===== src/rtl/fetch_defs.sv =====
// Shared definitions for the instruction-fetch stage: NOP/HALT encodings, FSM states
// and the {inst, inc_pc} entry format.
package fetch_defs;

    localparam int unsigned InstW    = 16;
    localparam logic [15:0] NopInst  = 16'h0800;
    localparam logic [4:0]  HALT_OPC = 5'b00000;

    typedef enum logic [1:0] {
        StFetch,
        StDrain,
        StHaltWait,
        StHalted
    } fetch_state_e;

    typedef struct packed {
        logic [InstW-1:0] inst;
        logic [InstW-1:0] inc_pc;
    } fetch_entry_t;

endpackage


===== src/rtl/fetch_skid_buf.sv =====
// Output slot plus one-entry skid for the fetch stage; entries are {inst, inc_pc}.
// Flush beats push and pop; the skid only fills when the slot is held.
module fetch_skid_buf (
    input  logic        clk,
    input  logic        rst,
    input  logic        push,
    input  logic [31:0] push_data,
    input  logic        pop,
    input  logic        flush,
    output logic        slot_valid,
    output logic [31:0] slot_data,
    output logic        skid_valid
);

    logic        slot_valid_q, slot_valid_d;
    logic [31:0] slot_data_q, slot_data_d;
    logic        skid_valid_q, skid_valid_d;
    logic [31:0] skid_data_q, skid_data_d;

    always_comb begin
        slot_valid_d = slot_valid_q;
        slot_data_d  = slot_data_q;
        skid_valid_d = skid_valid_q;
        skid_data_d  = skid_data_q;
        if (flush) begin
            slot_valid_d = 1'b0;
            skid_valid_d = 1'b0;
        end else if (pop) begin
            // Skid (older) advances first; a new push lands behind it.
            slot_valid_d = skid_valid_q;
            slot_data_d  = skid_data_q;
            skid_valid_d = 1'b0;
            if (push) begin
                if (skid_valid_q) begin
                    skid_valid_d = 1'b1;
                    skid_data_d  = push_data;
                end else begin
                    slot_valid_d = 1'b1;
                    slot_data_d  = push_data;
                end
            end
        end else if (push) begin
            if (!slot_valid_q) begin
                slot_valid_d = 1'b1;
                slot_data_d  = push_data;
            end else begin
                skid_valid_d = 1'b1;
                skid_data_d  = push_data;
            end
        end
    end

    always_ff @(posedge clk or posedge rst) begin
        if (rst) begin
            slot_valid_q <= 1'b0;
            slot_data_q  <= '0;
            skid_valid_q <= 1'b0;
            skid_data_q  <= '0;
        end else begin
            slot_valid_q <= slot_valid_d;
            slot_data_q  <= slot_data_d;
            skid_valid_q <= skid_valid_d;
            skid_data_q  <= skid_data_d;
        end
    end

    assign slot_valid = slot_valid_q;
    assign slot_data  = slot_data_q;
    assign skid_valid = skid_valid_q;

endmodule


===== src/rtl/fetch_unit.sv =====
// WISC instruction-fetch stage: owns the PC, drives imem via rd/done, delivers {inst, PC+2}.
// Optional saturating perf counters are enabled with `define FETCH_PERF_CNT_EN.
module fetch_unit
    import fetch_defs::*;
#(
    parameter logic [15:0] RESET_PC = 16'h0000,
    parameter logic [15:0] NOP_INST = NopInst
) (
    input  logic        clk,
    input  logic        rst,
    input  logic        stall_id,
    input  logic        redirect_en,
    input  logic [15:0] redirect_pc,
    output logic [15:0] imem_addr,
    output logic        imem_rd,
    input  logic [15:0] imem_data,
    input  logic        imem_done,
    output logic [15:0] inst_out,
    output logic [15:0] inc_pc_out,
    output logic        inst_valid,
    output logic        halted,
`ifdef FETCH_PERF_CNT_EN
    output logic [15:0] stall_cycles,
    output logic [15:0] fetched_cnt,
`endif
    output logic        err
);

    fetch_state_e state_q, state_d;
    logic [15:0]  pc_q, pc_d;
    logic [15:0]  drain_addr_q, drain_addr_d;
    logic         err_q, err_d;

    logic         push, pop, flush, fetch_ok, accept;
    logic         slot_valid, skid_valid;
    logic [31:0]  slot_data;
    fetch_entry_t push_entry, slot_entry;

    fetch_skid_buf u_skid_buf (
        .clk       (clk),
        .rst       (rst),
        .push      (push),
        .push_data (push_entry),
        .pop       (pop),
        .flush     (flush),
        .slot_valid(slot_valid),
        .slot_data (slot_data),
        .skid_valid(skid_valid)
    );

    assign slot_entry = slot_data;
    assign push_entry = '{inst: imem_data, inc_pc: pc_q + 16'd2};

    // A full skid blocks issue, so at most one request is ever in flight.
    assign fetch_ok  = (state_q == StFetch) && !skid_valid;
    assign imem_rd   = !rst && ((state_q == StDrain) || (fetch_ok && !pc_q[0]));
    assign imem_addr = (state_q == StDrain) ? drain_addr_q : pc_q;
    assign accept    = imem_rd && imem_done;
    assign pop       = slot_valid && !stall_id;

    always_comb begin
        state_d      = state_q;
        pc_d         = pc_q;
        drain_addr_d = drain_addr_q;
        err_d        = err_q;
        push         = 1'b0;
        flush        = 1'b0;
        if (redirect_en) begin
            flush = 1'b1;
            pc_d  = redirect_pc;
            if (imem_rd && !imem_done) begin
                state_d      = StDrain;
                drain_addr_d = imem_addr;
            end else begin
                state_d = StFetch;
            end
        end else begin
            unique case (state_q)
                StFetch: begin
                    if (fetch_ok && pc_q[0]) begin
                        err_d   = 1'b1;
                        state_d = StHalted;
                    end else if (accept) begin
                        push = 1'b1;
                        pc_d = pc_q + 16'd2;
                        if (imem_data[15:11] == HALT_OPC) state_d = StHaltWait;
                    end
                end
                StDrain:    if (accept) state_d = StFetch;
                // HALT is the youngest entry, so it is consumed when the skid is empty.
                StHaltWait: if (pop && !skid_valid) state_d = StHalted;
                StHalted:   state_d = StHalted;
                default:    state_d = StFetch;
            endcase
        end
    end

    always_ff @(posedge clk or posedge rst) begin
        if (rst) begin
            state_q      <= StFetch;
            pc_q         <= RESET_PC;
            drain_addr_q <= '0;
            err_q        <= 1'b0;
        end else begin
            state_q      <= state_d;
            pc_q         <= pc_d;
            drain_addr_q <= drain_addr_d;
            err_q        <= err_d;
        end
    end

    assign inst_out   = slot_valid ? slot_entry.inst : NOP_INST;
    assign inc_pc_out = slot_valid ? slot_entry.inc_pc : 16'h0000;
    assign inst_valid = slot_valid;
    assign halted     = (state_q == StHalted);
    assign err        = err_q;

`ifdef FETCH_PERF_CNT_EN
    logic [15:0] stall_cycles_q, stall_cycles_d;
    logic [15:0] fetched_cnt_q, fetched_cnt_d;

    always_comb begin
        stall_cycles_d = stall_cycles_q;
        fetched_cnt_d  = fetched_cnt_q;
        if (imem_rd && !imem_done && (stall_cycles_q != 16'hFFFF)) begin
            stall_cycles_d = stall_cycles_q + 16'd1;
        end
        if (push && (fetched_cnt_q != 16'hFFFF)) fetched_cnt_d = fetched_cnt_q + 16'd1;
    end

    always_ff @(posedge clk or posedge rst) begin
        if (rst) begin
            stall_cycles_q <= '0;
            fetched_cnt_q  <= '0;
        end else begin
            stall_cycles_q <= stall_cycles_d;
            fetched_cnt_q  <= fetched_cnt_d;
        end
    end

    assign stall_cycles = stall_cycles_q;
    assign fetched_cnt  = fetched_cnt_q;
`endif

endmodule


===== config.mk =====
export PLATFORM = sky130hd
export DESIGN_NAME = fetch_unit
export DESIGN_NICKNAME = d
export VERILOG_FILES = /design/src/rtl/fetch_defs.sv /design/src/rtl/fetch_skid_buf.sv /design/src/rtl/fetch_unit.sv
export SDC_FILE = /design/constraint.sdc
export NUM_CORES = 1
export LEC_CHECK = 0
export ABC_AREA = 1
export BUFFER_PORTS_ARGS = -buffer_cell sky130_fd_sc_hd__buf_2
export CAP_MARGIN = 30
export CORE_MARGIN = 1
export CORE_UTILIZATION = 30
export CTS_BUF_LIST = sky130_fd_sc_hd__clkbuf_4 sky130_fd_sc_hd__clkbuf_8
export CTS_CLUSTER_SIZE = 8
export DETAILED_ROUTE_END_ITERATION = 10
export GPL_TIMING_DRIVEN = 1
export SYNTH_ARGS = -nofsm -noshare
export SYNTH_HDL_FRONTEND = slang
export SYNTH_SLANG_ARGS = --single-unit

===== constraint.sdc =====
create_clock -name clk -period 5.1 [get_ports clk]
set_clock_uncertainty 0.05 [all_clocks]
set_input_delay 0.51 -clock clk [delete_from_list [all_inputs] [get_ports clk]]
set_output_delay 0.51 -clock clk [all_outputs]
set_load 0.01 [all_outputs]

Word level (Yosys, flattened, before mapping). Index checks and enable logic that the tools add are counted.

Add/subtract/negate cells: 1. Eq/ne operators: 10. Mux-type cells: 40. Bitwise logic cells: 2. Reduce and logical (&&, ||, !) cells: 29.

Operator list (count): 32-bit two-way mux (10); 16-bit two-way mux (7); 16-bit by 2-bit adder with 16-bit output (second input constant) (1); 1-bit two-way mux (16); 2-bit two-way mux (6); 3-bit AND reduction (3); 1-bit logical AND (8); 2-bit one-hot mux with 4 select lines (1); 4-bit AND reduction (2); 2-bit nonzero test (4); 3-bit != test (second input constant) (2); 3-bit nonzero test (2); 1-bit zero test (5); 5-bit zero test (1); 2-bit equality test (second input constant) (2); 2-bit != test (second input constant) (2); 4-bit by 2-bit != test with 1-bit output (second input constant) (1); 4-bit by 3-bit != test with 1-bit output (second input constant) (1); 2-bit AND reduction (2); 2-bit by 1-bit equality test with 1-bit output (second input constant) (1); 2-bit zero test (1); 2-bit by 1-bit != test with 1-bit output (second input constant) (1); 1-bit inverter (2); 1-bit logical OR (1).

Flip-flop bits (word level): 101. Logic and storage cells: 90.

Longest topological paths before layout.
Word-level depth: 13. Gate-level depth with buffers: 11. Depth with buffers taken out: 11.

Hierarchy. Synthesis repeated with hierarchy kept, for this count alone.

Cell total of the unflattened synthesis: 773. Area, all modules: 5813.1 um2.

By module, submodules not included: fetch_skid_buf (times used 1, cells each 394, area an instance 3221.8 um2, seq. area each 1651.6 um2); fetch_unit (times used 1, cells each 379, area an instance 2591.2 um2, seq. area each 875.8 um2).

Worst setup path after synthesis. Ideal clock, no wire load.

Path type: input-to-reg. Start point: input port rst. End point: register u_skid_buf.skid_data_q[1]. Arrival: 3.684 ns. Setup slack: 1.239 ns. Stages on the path: 9. Buffers on the path: 1. Path through: inv_1 nand2_2 nor2_4 nand3_2 nor2_4 inv_4 buf_4 nand2_1 o21ai_2.

Word-level cells in the longest chain between the ends: 8.

RTL lines: start: declaration (line fetch_unit.sv:10) `input logic rst,`; 1-bit zero test (no source line); 1-bit logical AND (line fetch_unit.sv:56) `assign imem_rd = !rst && ((state_q == StDrain) || (fetch_ok && !pc_q[0]));`; named net imem_rd (line fetch_unit.sv:15) `output logic imem_rd,`; 1-bit logical AND (line fetch_unit.sv:58) `assign accept = imem_rd && imem_done;`; 1-bit two-way mux (line fetch_unit.sv:83) `end else if (accept) begin`; 1-bit two-way mux (line fetch_unit.sv:80) `if (fetch_ok && pc_q[0]) begin`; 1-bit two-way mux (line fetch_unit.sv:78) `unique case (state_q)`; 1-bit two-way mux (line fetch_unit.sv:68) `if (redirect_en) begin`; 4-bit AND reduction (no source line); end signal: assignment (line fetch_skid_buf.sv:63) `skid_data_q <= skid_data_d;`; end: declaration (line fetch_skid_buf.sv:18) `logic [31:0] skid_data_q, skid_data_d;`.

The timed path passes the listed nets, and every way through them passes these cells. A chain may end at the register's enable or synchronous reset.

Worst setup path in the final report.
Start point: register state_q[1]. End point: register u_skid_buf.slot_data_q[4], in the netlist u_skid_buf.slot_data[4].

Word-level cells in the longest chain between the ends: 12.

RTL lines: start: declaration (line fetch_unit.sv:29) `fetch_state_e state_q, state_d;`; start signal: assignment (line fetch_unit.sv:100) `state_q <= StFetch;`; start signal: assignment (line fetch_unit.sv:105) `state_q <= state_d;`; 2-bit zero test (line fetch_unit.sv:55, fetch_unit.sv:78); 1-bit logical AND (line fetch_unit.sv:55) `assign fetch_ok = (state_q == StFetch) && !skid_valid;`; 1-bit logical AND (line fetch_unit.sv:56); 1-bit logical OR (line fetch_unit.sv:56); 1-bit logical AND (line fetch_unit.sv:56); 1-bit logical AND (line fetch_unit.sv:58); 1-bit two-way mux (line fetch_unit.sv:83); 1-bit two-way mux (line fetch_unit.sv:80); 1-bit two-way mux (*) (line fetch_unit.sv:78); 1-bit two-way mux (*) (line fetch_unit.sv:68); 2-bit nonzero test (no source line) / 32-bit two-way mux (equally long branches); 3-bit AND reduction (no source line) / 32-bit two-way mux (equally long branches); end signal: assignment (line fetch_skid_buf.sv:61) `slot_data_q <= slot_data_d;`; end: declaration (line fetch_skid_buf.sv:16) `logic [31:0] slot_data_q, slot_data_d;`.

Mark *: on every way between the ends. The rest lies on a longest branch, timed or not.

==> out/summary.txt <==
Status -> finished clean
CP cell instances -> inv_1 -> nand2_2 -> a21oi_1 -> nand3_1 -> nor2_1 -> nand2_1 -> nand2_1 -> buf_4 -> inv_2 -> nand2_1 -> nand2_1
First DRT Iteration DRCs -> 346
Minimum clock period -> 2.97 ns
Vias in the first global route -> 4238
Die X -> 135 microns
Post-route ant nets -> 0
Slowest stage delay, CP -> 0.49 ns
# H-tree levels -> 3
CTS tree -> built
Synth-to-layout area growth -> 15.2%
Latest clock arrival within the worst-skew pair -> 0.38 ns
WL final -> 13.1 mm
Setup TNS -> 0 ns
Wire per inst -> 13.0 microns
R2R Setup Slk -> 2.13 ns
CTS sink cnt -> 101
Antenna fix cells -> 0
Initial antenna violation count -> 0
Cell Pwr Density -> 380 nW/um^2
Endpoints failing hold -> 0
Top Ports -> 89
Slew of the pin with the lowest slew margin -> 0.856 ns
Sequential share of the synthesized area -> 0.480
Slowest cell on crit path -> nand2_1
Core area -> 17200 sq um
Vias per inst -> 4.57
Critical Path Fanout Max -> 34
Worst slew margin -> 0.430
Post-cts resize count -> 0
CTS Buffer Depth -> 2
Post-synth top flop -> dfrtp_1
Maximum VDD drop -> 0.116 mV
Cell Area, Synth -> 5270 sq um
Number of synthesized flops with an enable pin -> 0
Crit path buffers/inverters -> 3
GRT Residual Overflow -> 0
Final core utilization -> 0.352
Hpwl dp -> 8.96 mm
Worst EP required -> 5.33 ns
Cell variety after synth -> 30
Nets -> 812
Clk slew on worst S/H paths -> 0.10 ns
Worst setup path class -> reg2reg
FF-to-FF path depth -> 11
CTS Buf Count -> 9
Hold WC Path Type -> in2async
Crit. End Element -> flop
Largest net degree at the start of global routing -> 66
Syn_nets -> 743
Worst Setup Start Kind -> flop
Die height -> 135 microns
MaxCap Viol Count -> 0
Mapped Avg Cell Area -> 7.47 sq um
Die area -> 18100 sq um
Synthesized flop and latch total -> 101
First-pass GRT wire length -> 21.9 mm
Global placement routability congestion -> 0.811
Final period util -> 0.581
Placement Rows -> 48
Final setup fails -> 0
Ys async rst share -> 1.00
DR vias -> 4592
Fraction of layout cells with a size suffix above 1 -> 0.168
Slew Limit Fails -> 0
F_max -> 337 MHz
Drt pass-1 iters -> 4
Lkg Pwr -> 3.39 nW
RSZ-0062 raised after global routing -> no
CP top delay family -> simple AND/OR/NAND/NOR gates
Syn. warnings -> 0
Initial Util -> 0.306
Worst reg2reg startpoint -> state_q[1]
Clock root cell -> clkbuf_8
IO Port Bufs -> 88
WP data arrival -> 3.20 ns
Hold buffers post-CTS -> 0
DRC Markers -> 0
Cells after Synth -> 705
GR Util All Layers -> 0.154
# Post-CTS Setup Buffers -> 0
Most used cell, CP -> nand2_1
Reg2reg end -> u_skid_buf.slot_data[4]
## where the power goes
part	leakage, nW	switching (mW)	internal, mW
clock	0.0928	0.312	0.192
sequential	1.24	0.125	1.02
combinational	2.05	0.420	0.234
## stage by stage
stage	power (mW)	cell area (sq um)	hold slack [ns]	worst slack, ns	std cells
3_5_place_dp	1.83	5880	0.408	2.11	988
4_1_cts	2.33	6070	0.111	2.11	1004
3_3_place_gp	1.82	5860	0.401	1.84	987
6_report	2.31	6070	0.109	2.13	1004
2_1_floorplan	1.61	5270	0.387	1.24	705
5_1_grt	2.48	6070	0.137	1.83	1004
## metal layers
layer / GRT usage / routed length, microns / up-vias
li1: - / - / 2335
met1: 0.203 / 6100 / 2165
met2: 0.257 / 6430 / 80
met3: 0.0289 / 406 / 12
met4: 0.0468 / 162 / 0
met5: 0 / 0 / -
## cells in the mapped netlist (2+ instances only)
| cell | number | area share |
|---|---|---|
| nand2_1 | 258 | 0.18 |
| nor2_1 | 18 | 0.013 |
| nor3_1 | 3 | 0.0028 |
| buf_2 | 16 | 0.015 |
| o21ai_0 | 49 | 0.047 |
| o21ai_2 | 8 | 0.013 |
| clkbuf_1 | 16 | 0.011 |
| buf_6 | 2 | 0.0043 |
| nand3b_1 | 17 | 0.024 |
| xor2_1 | 8 | 0.013 |
| o21ai_1 | 11 | 0.010 |
| nand3_1 | 57 | 0.054 |
| nand4_1 | 4 | 0.0047 |
| nor2_4 | 2 | 0.0043 |
| inv_1 | 102 | 0.073 |
| inv_2 | 2 | 0.0014 |
| buf_4 | 2 | 0.0028 |
| o211ai_1 | 15 | 0.021 |
| nand2_2 | 2 | 0.0024 |
| dfrtp_1 | 101 | 0.48 |
| xnor2_1 | 3 | 0.0050 |
## logic make-up after synthesis
| kind of cell | Yosys count | synth area share |
|---|---|---|
| fa+ha+maj | 1 | 0.00237 |
| xor+xnor | 11 | 0.0183 |
| buf+inv | 142 | 0.110 |
| flops | 101 | 0.480 |
| simple gates | 365 | 0.296 |
| compound gates | 85 | 0.0940 |
## flip-flops by register name, indices dropped and copies added, names as in the netlist
| signal | flops |
|---|---|
| state_q | 2 |
| u_skid_buf.slot_data | 32 |
| drain_addr_q | 16 |
| pc_q | 16 |
| err | 1 |
| u_skid_buf.skid_data_q | 32 |
| u_skid_buf.slot_valid | 1 |
| u_skid_buf.skid_valid | 1 |
## cell type report
class	count	area [sq um]
fill	1854	11200
clock buffer	10	131
inverter	106	403
timing repair buffer	94	505
sequential	101	2530
clock inverter	6	53.8
tap	225	282
multi-input combinational	462	2170
## worst max path at each step
stage                 from                         to  slack [ns]  cells past startpoint
6_report        state_q[1]    u_skid_buf.slot_data[4]        2.13                     11
5_1_grt         state_q[1]   u_skid_buf.slot_data[16]        1.83                     11
4_1_cts         state_q[1]   u_skid_buf.slot_data[10]        2.11                     11
3_5_place_dp    state_q[1]    u_skid_buf.slot_data[5]        2.11                     11
3_3_place_gp   redirect_en    u_skid_buf.slot_data[3]        1.84                      9
2_1_floorplan          rst  u_skid_buf.skid_data_q[1]        1.24                      9
## cells in the final DEF, fill, tap and decap left out, types with 8 or more instances in the layout
master,netlist,layout
buf_2,16,88
clkbuf_8,0,9
dfrtp_1,101,101
inv_1,102,101
nand2_1,258,258
nand3_1,57,57
nand3b_1,17,17
nor2_1,18,17
o211ai_1,15,15
o21ai_0,49,49
o21ai_1,11,11
o21ai_2,8,8
xor2_1,8,8
Note: power is estimated with default switching activity, not from simulation.
